File: src/rtl/instr_encoder.sv
// Instruction encoder/loader: packs class+operand requests into MIPS words and writes them to imem.
// Optional NOP padding up to DEPTH on finish_i is enabled by defining INSTR_ENCODER_NOP_PAD_EN.
module instr_encoder #(
    parameter int unsigned DEPTH      = 64,
    parameter logic [31:0] START_ADDR = 32'h0040_0000,
    parameter int unsigned ADDR_WIDTH = 32
) (
    input  logic                          clk,
    input  logic                          reset,
    input  logic                          req_valid_i,
    output logic                          req_ready_o,
    input  logic [3:0]                    class_i,
    input  logic [4:0]                    rs_i,
    input  logic [4:0]                    rt_i,
    input  logic [4:0]                    rd_i,
    input  logic [4:0]                    shamt_i,
    input  logic [5:0]                    funct_i,
    input  logic [15:0]                   imm_i,
    input  logic [25:0]                   target_i,
    input  logic                          finish_i,
    output logic                          imem_we_o,
    output logic [ADDR_WIDTH-1:0]         imem_addr_o,
    output logic [31:0]                   imem_wdata_o,
    output logic [$clog2(DEPTH+1)-1:0]    word_count_o,
    output logic                          full_o,
    output logic                          err_o,
    output logic                          done_o
);
    localparam int unsigned CW = $clog2(DEPTH + 1);

`ifdef INSTR_ENCODER_NOP_PAD_EN
    typedef enum logic [1:0] {LOAD, FULL, DONE, PAD} state_t;
`else
    typedef enum logic [1:0] {LOAD, FULL, DONE} state_t;
`endif

    state_t         state;
    logic [31:0]    enc_word;
    logic           enc_valid;
    logic           accept;
    logic           do_write;
    logic [CW-1:0]  cnt_inc;
    logic [CW-1:0]  cnt_plus1;

    // Class-to-word encoding; classes 10..14 are flagged invalid
    always_comb begin
        enc_word  = 32'h0;
        enc_valid = 1'b1;
        case (class_i)
            4'd0:    enc_word = {6'h08, rs_i, rt_i, imm_i};
            4'd1:    enc_word = {6'h0D, rs_i, rt_i, imm_i};
            4'd2:    enc_word = {6'h0F, 5'd0, rt_i, imm_i};
            4'd3:    enc_word = {6'h0C, rs_i, rt_i, imm_i};
            4'd4:    enc_word = {6'h23, rs_i, rt_i, imm_i};
            4'd5:    enc_word = {6'h2B, rs_i, rt_i, imm_i};
            4'd6:    enc_word = {6'h04, rs_i, rt_i, imm_i};
            4'd7:    enc_word = {6'h05, rs_i, rt_i, imm_i};
            4'd8:    enc_word = {6'h02, target_i};
            4'd9:    enc_word = {6'h03, target_i};
            4'd15:   enc_word = {6'h00, rs_i, rt_i, rd_i, shamt_i, funct_i};
            default: enc_valid = 1'b0;
        endcase
    end

    assign accept    = req_valid_i && req_ready_o;
    assign do_write  = accept && enc_valid;
    assign cnt_plus1 = word_count_o + CW'(1);
    assign cnt_inc   = do_write ? cnt_plus1 : word_count_o;

    always_ff @(posedge clk) begin
        if (reset) begin
            state        <= LOAD;
            req_ready_o  <= 1'b1;
            imem_we_o    <= 1'b0;
            imem_addr_o  <= ADDR_WIDTH'(START_ADDR);
            imem_wdata_o <= 32'h0;
            word_count_o <= '0;
            full_o       <= 1'b0;
            err_o        <= 1'b0;
            done_o       <= 1'b0;
        end else begin
            imem_we_o <= 1'b0;
            // The address advances once the word written last cycle has been presented
            if (imem_we_o) begin
                imem_addr_o <= imem_addr_o + ADDR_WIDTH'(4);
            end
            case (state)
                LOAD: begin
                    if (accept) begin
                        if (enc_valid) begin
                            imem_we_o    <= 1'b1;
                            imem_wdata_o <= enc_word;
                        end else begin
                            err_o <= 1'b1;
                        end
                    end
                    word_count_o <= cnt_inc;
                    full_o       <= (cnt_inc == CW'(DEPTH));
                    if (finish_i) begin
                        req_ready_o <= 1'b0;
`ifdef INSTR_ENCODER_NOP_PAD_EN
                        if (cnt_inc != CW'(DEPTH)) begin
                            state <= PAD;
                        end else begin
                            state  <= DONE;
                            done_o <= 1'b1;
                        end
`else
                        state  <= DONE;
                        done_o <= 1'b1;
`endif
                    end else if (cnt_inc == CW'(DEPTH)) begin
                        state       <= FULL;
                        req_ready_o <= 1'b0;
                    end
                end
                FULL: begin
                    if (finish_i) begin
                        state  <= DONE;
                        done_o <= 1'b1;
                    end
                end
`ifdef INSTR_ENCODER_NOP_PAD_EN
                PAD: begin
                    imem_we_o    <= 1'b1;
                    imem_wdata_o <= 32'h0;
                    word_count_o <= cnt_plus1;
                    full_o       <= (cnt_plus1 == CW'(DEPTH));
                    if (cnt_plus1 == CW'(DEPTH)) begin
                        state  <= DONE;
                        done_o <= 1'b1;
                    end
                end
`endif
                default: ;
            endcase
        end
    end
endmodule

File: config.mk
export PLATFORM = sky130hd
export DESIGN_NAME = instr_encoder
export DESIGN_NICKNAME = d
export VERILOG_FILES = /design/src/rtl/instr_encoder.sv
export SDC_FILE = /design/constraint.sdc
export NUM_CORES = 1
export LEC_CHECK = 0
export CAP_MARGIN = 20
export CORE_UTILIZATION = 45
export DETAILED_ROUTE_END_ITERATION = 10
export GPL_ROUTABILITY_DRIVEN = 0
export PLACE_DENSITY = 0.86
export SETUP_SLACK_MARGIN = 0.3
export SLEW_MARGIN = 25
export SYNTH_ARGS = -nofsm -noshare
export SYNTH_HDL_FRONTEND = slang
export SYNTH_SLANG_ARGS = --single-unit
File: constraint.sdc
create_clock -name clk -period 2.8 [get_ports clk]
set_clock_uncertainty 0.2 [all_clocks]
set_input_delay 0.42 -clock clk [delete_from_list [all_inputs] [get_ports clk]]
set_output_delay 0.42 -clock clk [all_outputs]
set_load 0.05 [all_outputs]
# After elaboration in Yosys (flattened, before gate mapping)
# Cells that the tools add are included.
dict set report classes {
  n_bitwise 3
  add_sub_neg 2
  reduce_logical 14
  eq_ne 14
  n_mux 10
}
# operator n
set ops {}
lappend ops {{one-hot mux 32 bit (11 select lines)} 1}
lappend ops {{adder 32 x 3 -> 32 bit, second input constant} 1}
lappend ops {{== test 4 x 3 -> 1 bit, second input constant} 4}
lappend ops {{== test 4 bit, second input constant} 3}
lappend ops {{OR reduction 11 bit} 1}
lappend ops {{AND reduction 3 bit} 3}
lappend ops {{== test 4 x 2 -> 1 bit, second input constant} 2}
lappend ops {{adder 7 x 1 -> 7 bit, second input constant} 1}
lappend ops {{== test 7 bit, second input constant} 1}
lappend ops {{2-to-1 mux 7 bit} 1}
lappend ops {{2-to-1 mux 2 bit} 3}
lappend ops {{== test 4 x 1 -> 1 bit, second input constant} 1}
lappend ops {{logical NOT 4 bit} 1}
lappend ops {{2-to-1 mux 1 bit} 4}
lappend ops {{one-hot mux 2 bit (2 select lines)} 1}
lappend ops {{AND reduction 2 bit} 2}
lappend ops {{nonzero test 2 bit} 2}
lappend ops {{!= test 3 bit, second input constant} 1}
lappend ops {{inverter 1 bit} 3}
lappend ops {{OR reduction 3 bit} 1}
lappend ops {{== test 2 x 1 -> 1 bit, second input constant} 1}
lappend ops {{logical AND 1 bit} 2}
lappend ops {{logical NOT 2 bit} 1}
lappend ops {{!= test 2 bit, second input constant} 1}
lappend ops {{OR reduction 2 bit} 1}
dict set report word_totals {
  in_bits 76
  out_inout_bits 76
  register_bits 78
}

# Depth between registers and ports, before layout
dict set report logic_depth {
  ltp_word 9
  mapped_depth 7
  ltp_nobuf 6
}

# Worst setup path after synthesis
# No wires, ideal clock.
dict set report synth_timing {
  path_kind {flip-flop to flip-flop}
  from {reg imem_we_o}
  to {reg imem_addr_o[26]}
  path_buffers 2
  t_required_ns 2.529
  path_stages_with_launch 8
  slack_ns 0.515
  t_arrival_ns 2.015
  setup_time_ns 0.071
  path_cell_list {dfxtp_1 buf_2 and4_1 and3_1 clkbuf_1 nand3_1 or3_1 a21oi_1}
}
# element line
set synth_rtl {}
lappend synth_rtl {{from (decl)} 21} ;# output logic imem_we_o,
lappend synth_rtl {{from (signal assigned)} 74} ;# imem_we_o <= 1'b0;
lappend synth_rtl {{from (signal assigned)} 82} ;# imem_we_o <= 1'b0;
lappend synth_rtl {{from (signal assigned)} 91} ;# imem_we_o <= 1'b1;
lappend synth_rtl {{to (signal assigned)} 75} ;# imem_addr_o <= ADDR_WIDTH'(START_ADDR);
lappend synth_rtl {{to (signal assigned)} 85} ;# imem_addr_o <= imem_addr_o + ADDR_WIDTH'(4);
lappend synth_rtl {{to (decl)} 22} ;# output logic [ADDR_WIDTH-1:0] imem_addr_o,

# Worst setup path after layout
dict set report layout_timing {
  from {in class_i[1]}
  to {reg imem_wdata_o[4]}
}
dict set report layout_between {
  elab_chain_len 4
  elab_cells_between_ends 15
  classes_between {eq/ne: 10; mux: 2; reduce/logical: 3}
}
# element line
set layout_rtl {}
lappend layout_rtl {{from (decl)} 12} ;# input logic [3:0] class_i,
lappend layout_rtl {{== test 4 bit (tied with other cells)} 49} ;# case (class_i)
lappend layout_rtl {{OR reduction 11 bit (no line)} --}
lappend layout_rtl {{2-to-1 mux 1 bit} 49}
lappend layout_rtl {{AND reduction 3 bit (no line)} --}
lappend layout_rtl {{to (signal assigned)} 92} ;# imem_wdata_o <= enc_word;
lappend layout_rtl {{to (decl)} 23} ;# output logic [31:0] imem_wdata_o,
# Parallel ways exist; a longest one is shown, timed or not.
# A chain may end at the register's enable or synchronous reset.

==> metrics.md <==
| Metric | Value |
|---|---|
| Hold Path Class | `reg2reg` |
| Max FO, Critical Path | `13` |
| Die area | `0.00800 mm2` |
| Input/output buffers | `148` |
| Max-cap violations | `0` |
| Max Slew Vio Count | `0` |
| First-pass GRT wire length | `15500 um` |
| Hold_buf cts | `0` |
| Initial antenna violation count | `0` |
| Share of cells above drive strength 1 | `6.19%` |
| CTS tree | `yes` |
| Worst Reg2Reg Path Length in Cells | `5` |
| Gate Count Post-Synth | `402` |
| Most frequent cells in the layout | `clkdlybuf4s50_1 (147), dfxtp_1 (75), nor2_1 (71)` |
| CP Data Required Time | `2.85 ns` |
| Core Region | `0.00733 mm2` |
| Clk root buf | `clkbuf_8` |
| Final setup violation count | `0` |
| Dpl hpwl | `7460 um` |
| Ys flop type | `dfxtp_1` |
| Final min period | `2.37 ns` |
| Max clock buf depth | `2` |
| Synth Area in Compound Gates | `18.1%` |
| Post-route cell area | `0.00524 mm2` |
| Max frequency | `0.422 GHz` |
| Post-synthesis sequential area ratio | `43.7%` |
| Antenna-violating nets left | `0` |
| Syn-to-layout area delta | `52.4%` |
| Multiplexer share of the synthesized area | `0.291%` |
| WL final | `10200 um` |
| Post-Synth XOR/XNOR Area | `8.15%` |
| Critical path origin | `class_i[1]` |
| Fin util | `71.5%` |
| Avg Inst Size Synth | `8.56 um2` |
| Io pins | `152` |
| Vias/cell | `5.50` |
| Status | `finished clean` |
| CP arrival | `2.42 ns` |
| Overall Global Routing Usage | `25.4%` |
| Reg2reg end | `imem_addr_o[23]` |
| Post-Synth Adder-Cell Area | `0.728%` |
| Clock latency on the worst-skew pair | `0.34 ns` |
| Starting Density | `46.9%` |
| GRT overflow | `0` |
| Pwr dens | `491 mW/mm2` |
| Simple-gate share of the synthesized area | `24.5%` |
| Wire per inst | `15.8 um` |
| N_diodes | `0` |
| Hold Startpoint | `imem_wdata_o[31]` |
| Worst Setup End Kind | `flip-flop` |
| Placement Cell Area | `0.00501 mm2` |
| Setup crit end | `imem_wdata_o[4]` |
| CTS Buf Count | `9` |
| Worst R2R Setup Slack | `0.65 ns` |
| Rel. slew slack | `39.0%` |
| CTS Sinks | `75` |
| Post-synth EDFFs | `0` |
| Largest net degree at the start of global routing | `76` |
| Die Ht | `89.4 um` |
| Worst slew pin tran | `0.910 ns` |
| Leak pwr | `1.86 nW` |
| H-tree depth | `3` |
| Max rail drop VDD | `290 uV` |
| Post-synth cell types | `41` |
| Post-synthesis register bit count | `75` |
| Post-Syn Area | `0.00344 mm2` |
| Commonest non-fill, non-tap cell in the layout | `clkdlybuf4s50_1` |
| RR Startpoint | `imem_we_o` |
| Crit Path Class | `in2reg` |
| Die Wd | `89.4 um` |
| Asr flop ratio synth | `0%` |
| Final Cycle Share | `84.6%` |
| # rows | `31` |
| Yosys warning total | `0` |
| Nets | `622` |
| RSZ-0062 raised after global routing | `no` |
| Residual DRC count | `0` |
| Vias in the first global route | `3308` |
| Detailed Routing Iterations Pass 1 | `7` |
| Hold Fails Final Rpt | `0` |
| Clk pin slew, worst setup/hold paths | `0.08 ns` |
| Drt initial violations | `178` |
| Via count | `3563` |
| Main combinational cell family by area after synthesis | `simple AND/OR/NAND/NOR gates` |
| Startpoint Class | `input pin` |
==> metal layers <==
metal | part of all wire, % | track usage (%) | wire [um]
met4 | 1.3 | 9.24 | 136
met1 | 40 | 29.1 | 4080
met5 | 0 | 0 | 0
met3 | 8.5 | 9.51 | 875
met2 | 50 | 43.2 | 5160
==> worst min path at each step <==
stage	endpoint	slack, ns	cells after the start
2_1_floorplan	state[0]	0.31	2
3_3_place_gp	imem_wdata_o[28]	0.24	2
3_5_place_dp	imem_wdata_o[28]	0.27	2
4_1_cts	imem_wdata_o[31]	0.28	2
5_1_grt	imem_wdata_o[31]	0.29	2
6_report	imem_wdata_o[31]	0.28	2
==> critical path: stages <==
cell and delay [ns]:
clkdlybuf4s50_1 0.54, nor3_2 0.80, buf_4 0.30, a222oi_1 0.09
a211oi_1 0.27
==> Yosys cell counts, types with 6 or more instances <==
| master | n | area (um2) |
|---|---|---|
| a211oi_1 | 21 | 158 |
| a21oi_1 | 15 | 75.1 |
| a222oi_1 | 16 | 160 |
| and3_1 | 8 | 50.1 |
| buf_2 | 6 | 30.0 |
| clkbuf_1 | 19 | 71.3 |
| dfxtp_1 | 75 | 1500 |
| nand2_1 | 21 | 78.8 |
| nand3_1 | 13 | 65.1 |
| nand4_1 | 15 | 93.8 |
| nor2_1 | 72 | 270 |
| nor3_1 | 17 | 85.1 |
| o21ai_0 | 11 | 55.1 |
| or3_1 | 9 | 56.3 |
| xnor2_1 | 6 | 52.6 |
| xor2_1 | 26 | 228 |
==> sequential cells by signal, summed over array words and instances, names as in the netlist <==
register	count
done_o	1
err_o	1
full_o	1
imem_addr_o	30
imem_wdata_o	31
imem_we_o	1
req_ready_o	1
state	2
word_count_o	7
==> timing repair <==
| action | 4_1_cts | 5_1_grt |
|---|---|---|
| setup buffers | 0 | 0 |
| setup endpoints to repair | 0 | 11 |
| gates resized for setup | 0 | 2 |
==> power breakdown <==
group          leakage (nW)  internal, mW  switching (mW)
Sequential            0.610          1.11          0.0279
Combinational          1.14         0.227           0.301
Clock                 0.111         0.528           0.384
==> per-stage QoR <==
step | std cells | worst slack (ns) | TNS, ns | hold slack, ns | power, mW
finish | 648 | 0.430 | 0 | 0.276 | 2.57
CTS | 648 | 0.371 | 0 | 0.281 | 2.59
global route | 648 | 0.356 | 0 | 0.294 | 2.68
floorplan | 404 | 0.515 | 0 | 0.306 | 1.45
global placement | 632 | -0.101 | -1.36 | 0.244 | 1.67
detailed placement | 632 | 0.0481 | 0 | 0.265 | 1.68
==> cell families after synthesis <==
| group | Yosys count |
|---|---|
| and+or+nand+nor | 174 |
| AOI/OAI and AO/OA | 82 |
| DFF | 75 |
| buffers and inverters | 35 |
| xor gates and xnor gates | 32 |
| adders and majority gates | 2 |
| other | 1 |
| muxes | 1 |
==> final cells by class <==
cell class | instances | area (um2)
fill | 535 | 2090
clock buffer | 12 | 145
inverter | 5 | 18.8
tap | 99 | 124
clock inverter | 4 | 73.8
multi-input combinational | 294 | 1810
timing repair buffer | 159 | 1570
sequential | 75 | 1500
(Power assumes the default switching activity.)
